## src/rtl/anc_pkg.sv

```systemverilog
// Shared types and constants for the ANC sample sequencer.
// Holds the FSM state encoding, Q1.15 limits and the default WAIT timeout.
package anc_pkg;

  typedef enum logic [1:0] {
    ST_IDLE = 2'd0,
    ST_MUL  = 2'd1,
    ST_GO   = 2'd2,
    ST_WAIT = 2'd3
  } anc_state_e;

  localparam logic signed [15:0] Q15_MAX = 16'sh7FFF;
  localparam logic signed [15:0] Q15_MIN = 16'sh8000;

  localparam int DEFAULT_TIMEOUT = 512;

endpackage

```

## src/rtl/bw_mult.sv

```systemverilog
// 16x16 signed multiplier returning the full 32-bit product.
module bw_mult (
  input  logic signed [15:0] a_i,
  input  logic signed [15:0] b_i,
  output logic signed [31:0] p_o
);

  assign p_o = a_i * b_i;

endmodule

```

## src/rtl/saturate.sv

```systemverilog
// Signed saturating narrowing from IW bits to OW bits.
module saturate #(
  parameter int IW = 17,
  parameter int OW = 16
) (
  input  logic signed [IW-1:0] in_i,
  output logic signed [OW-1:0] out_o
);

  localparam logic signed [IW-1:0] MAX_V = IW'((64'sd1 <<< (OW-1)) - 64'sd1);
  localparam logic signed [IW-1:0] MIN_V = IW'(-(64'sd1 <<< (OW-1)));

  always_comb begin
    out_o = in_i[OW-1:0];
    if (in_i > MAX_V) begin
      out_o = MAX_V[OW-1:0];
    end else if (in_i < MIN_V) begin
      out_o = MIN_V[OW-1:0];
    end
  end

endmodule

```

## src/rtl/anc_ctrl.sv

```systemverilog
// Sample-rate sequencer for the adaptive FIR: computes the LMS weight step,
// launches one FIR run per accepted sample and forwards the result.
module anc_ctrl
  import anc_pkg::*;
#(
  parameter int TIMEOUT = DEFAULT_TIMEOUT,
  parameter int CW      = 16
) (
  input  logic          clk,
  input  logic          rst_n,
  input  logic          enable,
  input  logic          smp_valid,
  input  logic [15:0]   ref_in,
  input  logic [15:0]   err_in,
  input  logic [15:0]   mix_in,
  input  logic [15:0]   mu,
  output logic [15:0]   fir_x,
  output logic [15:0]   fir_a,
  output logic [15:0]   fir_wadj,
  output logic          fir_go,
  input  logic [15:0]   fir_out,
  input  logic          fir_out_valid,
  input  logic          fir_done,
  output logic [15:0]   spk_out,
  output logic          spk_valid,
  output logic          busy,
  output logic          overrun,
  output logic [CW-1:0] overrun_cnt,
  output logic          timeout_err
);

  localparam int TW = $clog2(TIMEOUT + 1);

  anc_state_e     state_q;
  logic [15:0]    ref_q, err_q, mix_q, mu_q;
  logic [15:0]    fir_x_q, fir_a_q, fir_wadj_q;
  logic           fir_go_q;
  logic [15:0]    spk_out_q;
  logic           spk_valid_q;
  logic           overrun_q;
  logic [CW-1:0]  overrun_cnt_q, overrun_cnt_d;
  logic           timeout_err_q;
  logic [TW-1:0]  tmo_cnt_q;

  logic signed [31:0] prod;
  logic signed [15:0] wadj_sat;

  bw_mult u_mult (
    .a_i (mu_q),
    .b_i (err_q),
    .p_o (prod)
  );

  // Product bits [31:15] are the Q1.15 result with one guard bit for clipping.
  saturate #(.IW(17), .OW(16)) u_sat (
    .in_i  (prod[31:15]),
    .out_o (wadj_sat)
  );

  always_comb begin
    overrun_cnt_d = overrun_cnt_q;
    if (overrun_cnt_q != '1) begin
      overrun_cnt_d = overrun_cnt_q + 1'b1;
    end
  end

  always_ff @(posedge clk or negedge rst_n) begin
    if (!rst_n) begin
      state_q       <= ST_IDLE;
      ref_q         <= '0;
      err_q         <= '0;
      mix_q         <= '0;
      mu_q          <= '0;
      fir_x_q       <= '0;
      fir_a_q       <= '0;
      fir_wadj_q    <= '0;
      fir_go_q      <= 1'b0;
      spk_out_q     <= '0;
      spk_valid_q   <= 1'b0;
      overrun_q     <= 1'b0;
      overrun_cnt_q <= '0;
      timeout_err_q <= 1'b0;
      tmo_cnt_q     <= '0;
    end else begin
      fir_go_q    <= 1'b0;
      spk_valid_q <= 1'b0;
      overrun_q   <= 1'b0;

      // Any sample arriving outside IDLE is lost, regardless of enable.
      if (smp_valid && (state_q != ST_IDLE)) begin
        overrun_q     <= 1'b1;
        overrun_cnt_q <= overrun_cnt_d;
      end

      case (state_q)
        ST_IDLE: begin
          if (smp_valid && enable) begin
            ref_q   <= ref_in;
            err_q   <= err_in;
            mix_q   <= mix_in;
            mu_q    <= mu;
            state_q <= ST_MUL;
          end
        end
        ST_MUL: begin
          fir_wadj_q <= wadj_sat;
          fir_x_q    <= ref_q;
          fir_a_q    <= mix_q;
          fir_go_q   <= 1'b1;
          state_q    <= ST_GO;
        end
        ST_GO: begin
          tmo_cnt_q <= '0;
          state_q   <= ST_WAIT;
        end
        ST_WAIT: begin
          if (fir_done) begin
            if (fir_out_valid) begin
              spk_out_q   <= fir_out;
              spk_valid_q <= 1'b1;
            end
            state_q <= ST_IDLE;
          end else if (tmo_cnt_q == TW'(TIMEOUT - 1)) begin
            timeout_err_q <= 1'b1;
            state_q       <= ST_IDLE;
          end else begin
            tmo_cnt_q <= tmo_cnt_q + 1'b1;
          end
        end
        default: state_q <= ST_IDLE;
      endcase
    end
  end

  assign busy        = (state_q != ST_IDLE);
  assign fir_x       = fir_x_q;
  assign fir_a       = fir_a_q;
  assign fir_wadj    = fir_wadj_q;
  assign fir_go      = fir_go_q;
  assign spk_out     = spk_out_q;
  assign spk_valid   = spk_valid_q;
  assign overrun     = overrun_q;
  assign overrun_cnt = overrun_cnt_q;
  assign timeout_err = timeout_err_q;

endmodule

```

## config.mk

```make
export PLATFORM = sky130hd
export DESIGN_NAME = anc_ctrl
export DESIGN_NICKNAME = d
export VERILOG_FILES = /design/src/rtl/anc_pkg.sv /design/src/rtl/bw_mult.sv /design/src/rtl/saturate.sv /design/src/rtl/anc_ctrl.sv
export SDC_FILE = /design/constraint.sdc
export NUM_CORES = 1
export LEC_CHECK = 0
export ABC_AREA = 1
export CORE_AREA = 2 2 242 244
export DETAILED_ROUTE_END_ITERATION = 12
export DIE_AREA = 0 0 244 246
export PLACE_DENSITY_LB_ADDON = 0.3
export SLEW_MARGIN = 15
export SYNTH_ARGS = -nofsm -noshare
export SYNTH_HDL_FRONTEND = slang
export SYNTH_SLANG_ARGS = --single-unit
```

## constraint.sdc

```tcl
create_clock -name clk -period 6.2 [get_ports clk]
set_input_delay 0.62 -clock clk [delete_from_list [all_inputs] [get_ports clk]]
set_output_delay 0.62 -clock clk [all_outputs]
set_load 0.005 [all_outputs]
```

## After elaboration in Yosys (flattened, before gate mapping)

Index checks and enable logic that the tools add are counted.

| cells by class | value |
|---|---|
| $add $sub $neg | 2 |
| multipliers | 1 |
| $lt $le $gt $ge | 2 |
| equal/unequal tests | 9 |
| muxes and demuxes | 14 |
| bitwise operators | 1 |
| reduce and logical (&&, ||, !) cells | 11 |

Operators with widths:

| kind | number |
|---|---|
| 16-bit by 16-bit multiplier with 32-bit output | 1 |
| 16-bit two-way mux | 2 |
| 10-bit two-way mux | 2 |
| 10-bit case mux with 2 select lines | 1 |
| 17-bit by 16-bit greater-than comparator with 1-bit output, second input constant | 1 |
| 17-bit by 16-bit less-than comparator with 1-bit output, second input constant | 1 |
| 16-bit by 1-bit adder with 16-bit output, second input constant | 1 |
| 16-bit != test, second input constant | 1 |
| 10-bit by 1-bit adder with 10-bit output, second input constant | 1 |
| 10-bit by 9-bit equality test with 1-bit output, second input constant | 1 |
| 3-bit AND reduction | 3 |
| 2-bit case mux with 4 select lines | 1 |
| 2-bit two-way mux | 3 |
| 2-bit != test, second input constant | 3 |
| 2-bit AND reduction | 3 |
| 1-bit two-way mux | 5 |
| 2-bit equality test, second input constant | 2 |
| 2-bit nonzero test | 2 |
| 3-bit != test, second input constant | 1 |
| 2-bit by 1-bit equality test with 1-bit output, second input constant | 1 |
| 1-bit logical AND | 2 |
| 2-bit logical NOT | 1 |
| 1-bit inverter | 1 |

| storage, ports and cells | value |
|---|---|
| flip-flop bits (word level) | 160 |
| bits of input ports | 86 |
| output and inout bits | 85 |
| logic and storage cells | 55 |

## Depth between registers and ports, before layout

| logic depth | value |
|---|---|
| depth in word-level cells | 4 |
| mapped depth | 33 |
| depth with buffers taken out | 30 |

## Hierarchy

A second synthesis with hierarchy kept.

| unflattened totals | value |
|---|---|
| cells, all modules | 2,065 |
| area, all modules | 17,603.1 µm² |

Modules (own cells, without submodules):

| module | times used | cells each | area each (µm²) | seq. area each (µm²) |
|---|---|---|---|---|
| bw_mult | 1 | 1,459 | 10,786.6 | 0.0 |
| anc_ctrl | 1 | 569 | 6,638.9 | 4,003.8 |
| saturate | 1 | 37 | 177.7 | 0.0 |

## Least setup slack after synthesis

Ideal clock, no wire load.

| path | value |
|---|---|
| kind | register to register |
| start point | reg mu_q[15] |
| end point | reg fir_wadj_q[10], in the netlist fir_wadj[10] |
| library setup time | 0.117 ns |
| arrival time | 5.836 ns |
| data required time | 6.083 ns |
| setup slack | 0.248 ns |
| stages on the path, launching flop included | 27 |
| buffers on the path | 3 |
| clock period less this slack | 5.952 ns |
| path through | dfrtp_1 -> clkbuf_1 -> clkbuf_1 -> nand2_1 -> fa_1 -> inv_1 -> fa_1 -> fa_1 -> fa_1 -> fa_1 -> inv_1 -> fa_1 -> inv_1 -> ha_1 -> nand2_1 -> inv_1 -> a21oi_1 -> nand2_1 -> a21oi_1 -> nand2_1 -> nand2_2 -> nand2_2 -> nand2_2 -> buf_6 -> nand2_1 -> nand2_1 -> nand2_1 |

| between the ends | value |
|---|---|
| longest elaborated chain between the ends | 4 |
| elaborated cells between the ends (all ways) | 5 |
| those cells by class | 1 x mul; 2 x order compare; 2 x mux |

RTL lines:

| item | RTL line | text |
|---|---|---|
| start: declaration | anc_ctrl.sv:35 | `logic [15:0] ref_q, err_q, mix_q, mu_q;` |
| start signal: assignment | anc_ctrl.sv:101 | `mu_q <= mu;` |
| 16-bit by 16-bit multiplier with 32-bit output * | bw_mult.sv:8 | `assign p_o = a_i * b_i;` |
| 17-bit by 16-bit less-than comparator with 1-bit output | saturate.sv:17 | `end else if (in_i < MIN_V) begin` |
| 16-bit two-way mux | saturate.sv:17 |  |
| 16-bit two-way mux * | saturate.sv:15 | `if (in_i > MAX_V) begin` |
| end signal: assignment | anc_ctrl.sv:106 | `fir_wadj_q <= wadj_sat;` |
| end: declaration | anc_ctrl.sv:36 | `logic [15:0] fir_x_q, fir_a_q, fir_wadj_q;` |

Every way passes the cells marked *; elsewhere a longest branch is shown, timed or not.
A chain may end at the register's enable or synchronous reset.

## Final worst setup path

| path | value |
|---|---|
| start point | reg err_q[2] |
| end point | reg fir_wadj_q[14], in the netlist fir_wadj[14] |

| between the ends | value |
|---|---|
| longest elaborated chain between the ends | 4 |
| elaborated cells between the ends (all ways) | 5 |
| those cells by class | 1 x mul; 2 x order compare; 2 x mux |

RTL lines:

| item | RTL line | text |
|---|---|---|
| start: declaration | anc_ctrl.sv:35 |  |
| start signal: assignment | anc_ctrl.sv:99 | `err_q <= err_in;` |
| 16-bit by 16-bit multiplier with 32-bit output * | bw_mult.sv:8 |  |
| 17-bit by 16-bit less-than comparator with 1-bit output | saturate.sv:17 |  |
| 16-bit two-way mux | saturate.sv:17 |  |
| 16-bit two-way mux * | saturate.sv:15 |  |

Marks and branches as above.

==> impl_metrics.json <==
{
  "synth_cell_types": 39,
  "max-slew-margin-rel": 0.2913,
  "insertion_delay_ns": 0.46,
  "max-cap-violations": 0,
  "cp-endpoint": "fir_wadj[14]",
  "grt_pass1_wl_mm": 74.12,
  "port_buffers": 170,
  "fin_ws_ns": 0.2770,
  "preCtsSetupSlack_ns": -0.04550,
  "cp-startpoint": "err_q[2]",
  "synth_commonest_cells": "nand2_1, inv_1, fa_1",
  "viasPerCell": 4.360,
  "synth_top_family_by_area": "adder cells",
  "synth-seq-area-share": 0.2346,
  "initial_core_util": 0.2975,
  "remaining_drc_errors": 0,
  "fin_util": 0.3623,
  "start_kind": "flip-flop",
  "dieArea_um2": 60020,
  "grt_max_degree": 107,
  "wirelength_mm": 44.26,
  "h-tree-depth": 4,
  "arrival_ns": 6.30,
  "seqCellArea_um2": 4040,
  "setup_viol": 0,
  "synth_top_area_share": 0.3061,
  "fin_crit_sh": 0.9553,
  "first_pass_iters": 5,
  "cts_tree": "done",
  "drt-wirelength-per-cell_um": 14.67,
  "fmax_ghz": 0.1688,
  "cts_buffer_depth": 2,
  "ff2ff_setup_slack_ns": 0.28,
  "reg2reg_depth": 27,
  "cts_buffers": 17,
  "rows": 88,
  "fillerInstances": 5901,
  "synth-edff-count": 0,
  "gp_congestion": 0.8787,
  "yosysWarnings": 0,
  "crit_type": "flip-flop to flip-flop",
  "syn_area_um2": 17070,
  "synthAdderAreaFrac": 0.3684,
  "clock_skew_ns": 0.01988,
  "synth.area.top_cells": "fa_1, dfrtp_1, nand2_1, inv_1, ha_1",
  "core_um2": 57370,
  "cp_max_fo": 8,
  "setup-tns-final_ns": 0,
  "hold_class": "primary input to async pin",
  "post_cts_hold_buffer_count": 0,
  "post-route-min-period_ns": 5.923,
  "grt_overflow_total": 0,
  "endpoint_kind": "flip-flop",
  "stdcell_area_um2": 20780,
  "cts.sinks": 160,
  "clkTransAtPathRegs_ns": 0.08,
  "r2r-start": "err_q[2]",
  "status": "complete, no violations",
  "ys_ff_latch": 160,
  "drv_slew": 0,
  "rsz0062_at_grt": "yes",
  "postRouteAntennaNets": 0,
  "synthArstFlopShare": 1.000,
  "cts_root_buf": "clkbuf_16",
  "synth-xor-area-share": 0.01283,
  "synthMuxAreaShare": 0.04156,
  "synthSimpleGateAreaFrac": 0.1889,
  "r2r-end": "fir_wadj[14]",
  "die-height_um": 246,
  "drive_gt1_frac": 0.1127,
  "finalHoldViolCount": 0,
  "synth_top_area_cell": "fa_1",
  "grt_usage": 0.1543,
  "nets": 2672,
  "synth_top_flop_cell": "dfrtp_1",
  "antenna_found_initial": 1,
  "dpl_cell_area_um2": 19790,
  "place.detailed.hpwl_mm": 35.22,
  "synth.most_common_cell": "nand2_1",
  "num_vias": 13157,
  "synthCells": 2062,
  "syn_avg_cell_area_um2": 8.278,
  "synth_compound_area_frac": 0.02184,
  "cp.required_ns": 6.58,
  "area_growth_pct": 21.77,
  "die_x_um": 244,
  "tightest_slew_ns": 1.063,
  "grt_pass1_vias": 14254,
  "io_pins": 171,
  "diodes": 0,
  "multi_input_area_um2": 10960,
  "drtIter0Drc": 667,
  "syn_nets": 2494
}
==> placed cells by master, fill, tap and decap left out, drive strengths merged, types with 40 or more instances in the layout <==
cell type,netlist,routed
mux2,63,63
ha,85,85
dfrtp,160,160
inv,510,514
nand3,39,40
fa,261,261
buf,8,68
nand2,654,655
nor2,79,79
clkdlybuf4s50,0,169
==> sequential cells by signal, indices dropped and copies added, names as in the netlist, 2 cells and up <==
signal,cells
tmo_cnt_q,10
spk_out,16
state_q,2
mix_q,16
mu_q,16
ref_q,16
overrun_cnt,16
fir_a,16
fir_wadj,16
err_q,16
fir_x,16
==> per-stage QoR <==
step | hold WS [ns] | std cells
after floorplan | 0.3244 | 2062
after global placement | 0.4478 | 2963
after detailed placement | 0.4539 | 2963
after CTS | 0.3480 | 2995
after global routing | 0.3944 | 3018
final | 0.3172 | 3018
==> area by class of cell <==
cell class / count / share of cell area
Clock buffer: 18 / 0.02065
Clock inverter: 14 / 0.008428
Inverter: 512 / 0.09264
Multi-Input combinational cell: 1310 / 0.5273
Sequential cell: 160 / 0.1944
Tap cell: 765 / 0.04605
Timing Repair Buffer: 239 / 0.1106
==> cells by family (layout without fill, tap and decap cells) <==
family	count (synthesis)	after routing
buffers and inverters	594	783
adder cells (fa/ha/maj)	346	346
XOR/XNOR	25	25
AND/OR/NAND/NOR	808	810
flip-flops	160	160
multiplexers	63	63
AO/OA/AOI/OAI	66	66
==> repair_timing <==
action	CTS	global route
buffers inserted	0	21
setup endpoints to repair	15	15
gates resized for setup	1	62
gates cloned	0	2
pin swaps	0	8
==> critical path, stage by stage, from the launching register on <==
cell	delay [ns]
dfrtp_2	0.47
nand2_1	0.13
inv_1	0.07
fa_2	0.66
fa_2	0.45
buf_4	0.19
fa_1	0.49
inv_1	0.06
fa_1	0.53
inv_1	0.05
fa_1	0.48
inv_1	0.05
fa_1	0.48
inv_1	0.04
ha_1	0.32
nand2_2	0.13
a21oi_1	0.05
nor2_1	0.18
nand2_1	0.08
a21oi_1	0.17
nand2_1	0.07
nand2_1	0.07
nand2_2	0.11
inv_1	0.15
nand2_2	0.14
nand2_1	0.09
nand2_1	0.05
nand2_1	0.08
==> worst min-delay path by stage <==
stage / cells past startpoint / end / slack [ns]
final: 1 / spk_out[2] / 0.32
after global routing: 1 / spk_out[2] / 0.39
after CTS: 1 / fir_wadj[15] / 0.35
after detailed placement: 2 / fir_x[12] / 0.45
after global placement: 2 / fir_x[7] / 0.45
after floorplan: 0 / err_q[0] / 0.32
==> metal layers <==
metal	global-route usage	share of wire	wire length, um	vias up
li1	-	-	-	6301
met1	0.2038	0.45	19700	6479
met2	0.2559	0.47	20680	338
met3	0.03845	0.075	3298	39
met4	0.03210	0.013	582	0
met5	0	0	0	-
Power is not shown: default switching activity piles up to over one toggle a cycle in this logic, so the estimate is an artifact.
==> RTL change 1: new RTL, same flow settings <==
Register the output `overrun_cnt` once more; this adds one clock of latency there. The other outputs are not delayed to match.
--- a/src/rtl/anc_ctrl.sv
+++ b/src/rtl/anc_ctrl.sv
@@ -140,7 +140,9 @@
   assign spk_out     = spk_out_q;
   assign spk_valid   = spk_valid_q;
   assign overrun     = overrun_q;
-  assign overrun_cnt = overrun_cnt_q;
+  always_ff @(posedge clk) begin
+    overrun_cnt <= overrun_cnt_q;
+  end
   assign timeout_err = timeout_err_q;
 
 endmodule
Function: changed (Yosys sat finds a counterexample within 4 cycles, from zero or initial values and one cycle with rst_n low).
==> RTL change 1 against the original RTL <==
  * Utilization increased by 0.13 points
  * Sequential share of layout area increased by 1.4 points
  * Worst setup slack improved by 0.031 ns
  * Critical endpoint is now fir_wadj[5]
  * Wire length decreased by 1.4%
  * Fmax increased by 0.52%
  * Sequential cell count increased by 16
  * Area after synthesis increased by 1.1%
  * Non-clock buffer count decreased by 7
  * Via count decreased by 2.8%
  * Critical path depth decreased by 2
  * Final area increased by 0.35%
Power is left out: the tool's default activity adds up to more than one toggle a clock period on the data nets, which glitch-free logic cannot reach.
==> RTL change 1: results (changes against the original RTL) <==
CTS Buf Count 17 (unchanged); initial antenna violation count 0 (-1); register clock-pin slew on the reported worst setup and hold paths 0.10 ns (+0.02 ns); status complete, no violations; number of fill cells in the layout 5874 (-0.46%); FF-to-FF path depth 25 (-7.4%); Tightest Pin Transition 1.06 ns (-0.00109 ns); n_diodes 0 (unchanged); all-layer global routing usage 15.3% (-0.082 points); largest net degree at the start of global routing 79 (-26%); Nets 2583 (-3.3%); vias per cell 4.37 (+0.15%); distinct cell type count after synthesis 36 (-7.7%); global-route wire length before repair 73500 um (-0.87%); ys flop type dfrtp_1; drt first pass iters 5 (unchanged); Hold WC Path Type in2async; asr flop ratio synth 90.9% (-9.1 points); Worst Clk Skew 0.0219 ns (+0.00203 ns); post-synthesis sequential area ratio 25.1% (+1.6 points); 1st-iter DRT viols 682 (+2.2%); Clock Latency Late Sink 0.46 ns (about the same); Crit Path Max Fanout 15 (+7); Arr. time, crit path 6.26 ns (-0.04 ns); I/O Buffers 170 (unchanged); share of layout cells above drive strength 1 11.8% (+0.56 points); Syn Nets 2409 (-3.4%); most frequent cells after synthesis 501 x nand2_1, 495 x inv_1, 261 x fa_1; hpwl dp 35200 um (about the same); share of the synthesized area in the top cell type 30.3% (-0.32 points); dominant cells by area after synthesis fa_1 30%, dfrtp_1 23%, nand2_1 11%; drt total wl 43600 um (-1.4%); RD Place Congestion 0.854 (-2.8%); Clock Tree Buf Depth 2 (unchanged); Max stage delay cell, worst path fa_1; DP Area 20000 um^2 (+1.2%); vias in the first global route 14000 (-2.0%); area grow syn2layout 20.9%; biggest cell delay along the critical path 0.56 ns (-0.10 ns); Yosys warnings 0 (unchanged); clk root buf clkbuf_16; Worst R2R Start err_q[4]
## RTL change 1: layer usage
layer | routed length (um) | up-vias | track usage (%)
li1 | - | 6094 | -
met1 | 18400 | 6290 | 19.7
met2 | 21100 | 362 | 26.2
met3 | 3550 | 42 | 3.82
met4 | 578 | 0 | 3.03
met5 | 0 | - | 0
## RTL change 1: cell type report
cell class                      count  area share, %
Multi-Input combinational cell   1228           52.1
Sequential cell                   176           20.9
Timing Repair Buffer              232           10.6
Inverter                          496           8.94
Tap cell                          765           4.59
Clock buffer                       17           2.04
Clock inverter                     15          0.918
## RTL change 1: timing repair
| item | 4_1_cts | 5_1_grt |
|---|---|---|
| endpoints found under the setup margin | 0 | 15 |
| resized for setup | 0 | 50 |
| buffers inserted | 0 | 9 |
## RTL change 1: through the flow
stage	std cells	setup TNS (ns)	hold slack [ns]	worst slack, ns
final	2929	0	0.195	0.308
after global routing	2929	-0.0113	0.249	-0.00924
after CTS	2920	0	0.227	0.110
after detailed placement	2888	0	0.411	0.152
after global placement	2888	0	0.420	0.156
after floorplan	1977	0	0.324	0.310
## RTL change 1: cell families (layout without fill, tap and decap cells)
family	Yosys count	in the layout	synth area share [%]
and+or+nand+nor	682	682	15.6
buffers and inverters	573	760	12.5
adders and majority gates	346	346	36.5
DFF	176	176	25.1
muxes	95	95	6.20
AOI/OAI and AO/OA	75	75	2.58
xor gates and xnor gates	30	30	1.52
## RTL change 1: path summary, 6_finish.rpt
kind,end,slack (ns)
setup / recovery,fir_wadj[5],0.31
hold / removal,ref_q[15],0.20
setup reg to reg,fir_wadj[5],0.31
hold reg to reg,overrun_cnt[8],0.44
max in group asynchronous,mu_q[9],4.76
min in group clk,overrun_cnt[8],0.44
## RTL change 1: worst register-to-register path, delay by kind of cell, from the launching register on
| kind | cells | cell delay, ns |
|---|---|---|
| buf+inv | 7 | 0.60 |
| fa+ha+maj | 7 | 3.42 |
| compound gates | 2 | 0.44 |
| flops | 1 | 0.49 |
| simple gates | 9 | 0.86 |
==> RTL change 2: new RTL, same flow settings <==
Made on the original files. `CW`: 16 -> 17.
--- a/src/rtl/anc_ctrl.sv
+++ b/src/rtl/anc_ctrl.sv
@@ -4,7 +4,7 @@
   import anc_pkg::*;
 #(
   parameter int TIMEOUT = DEFAULT_TIMEOUT,
-  parameter int CW      = 16
+  parameter int CW      = 17
 ) (
   input  logic          clk,
   input  logic          rst_n,
Ports: changed (resized overrun_cnt); port bits go from 171 to 172. The function was not compared with the original's and may differ.
==> RTL change 2 against the original RTL <==
  * Clock skew increased by 0.0024 ns
  * Worst setup slack improved by 0.064 ns
  * Utilization decreased by 0.63 points
  * Final area decreased by 1.7%
  * Sequential cell count increased by 1
  * Wire length decreased by 6.2%
  * Area after synthesis decreased by 0.55%
Power is not shown: default switching activity piles up to over one toggle a cycle in this logic, so the estimate is an artifact.
==> RTL change 2: results (changes against the original RTL) <==
Inverters 507 (-0.98%); met2 routed WL 20400 um (-1.5%); worst slack at placement 0.0628 ns (+0.108 ns); largest net degree at the start of global routing 89 (-17%); drt first pass iters 4 (-1); status complete, no violations; Worst Clk Skew 0.0223 ns (+0.00242 ns); Syn Nets 2387 (-4.3%); global-route wire length before repair 71100 um (-4.0%); I/O Buffers 171 (+0.59%); Arr. time, crit path 6.22 ns (-0.08 ns); vias in the first global route 14000 (-1.7%); Vias 12600 (-4.2%); mux contribution to synthesized area 6.30% (+2.1 points); Clock Buffer Count 20 (+2); dominant cells by area after synthesis fa_1 31%, dfrtp_1 24%, inv_1 11%; placed instance count 2858 (-3.5%); area of the multi-input gates 10800 um^2 (-1.6%); hpwl dp 33900 um (-3.7%); Reg area 4060 um^2 (+0.40%); drt total wl 41500 um (-6.2%); M3 GR Usage 3.63% (-0.22 points); biggest cell delay along the critical path 0.53 ns (-0.13 ns); post-synthesis sequential area ratio 23.7% (+0.28 points); distinct cell type count after synthesis 37 (-5.1%); Non-CTS buffers 222 (-7.1%); Nets 2551 (-4.5%); syn_area_per_cell 8.69 um^2 (+4.9%); number of fill cells in the layout 5891 (-0.17%); fraction of area in non-clock buffers 10.3% (-0.74 points); routed wl met3 2520 um (-24%); DP Area 19700 um^2 (-0.43%); highest metal layer with signal wires met5; WL met1 17900 um (-9.4%); DR WL/cell 14.3 um (-2.3%); GRT met2 Usage 25.7% (+0.058 points); all-layer global routing usage 14.8% (-0.62 points); initial antenna violation count 3 (+2); FF+latch count 161 (+0.63%)
RTL change 2: cell count changes after synthesis, sizes merged, moves of 7 or more:
| cell | change |
|---|---|
| nand3 | -7 |
| a21oi | +12 |
| clkbuf | -7 |
| mux2 | +32 |
| nor2 | +25 |
| nand2 | -157 |
RTL change 2: worst paths after layout:
kind	cells after the start	from	end	slack, ns
worst max-delay path	24	mu_q[15]	fir_wadj[0]	0.34
max in group asynchronous	2	rst_n	mu_q[13]	4.34
min in group clk	2	spk_out[10]	spk_out[10]	0.48
worst min register to register	2	spk_out[10]	spk_out[10]	0.48
worst min-delay path	1	rst_n	fir_x[1]	0.22
worst max register to register	24	mu_q[15]	fir_wadj[0]	0.34
RTL change 2: repair_timing:
action / 4_1_cts / 5_1_grt
setup endpoints to repair: 0 / 15
resized for setup: 0 / 35
setup buffers: 0 / 5
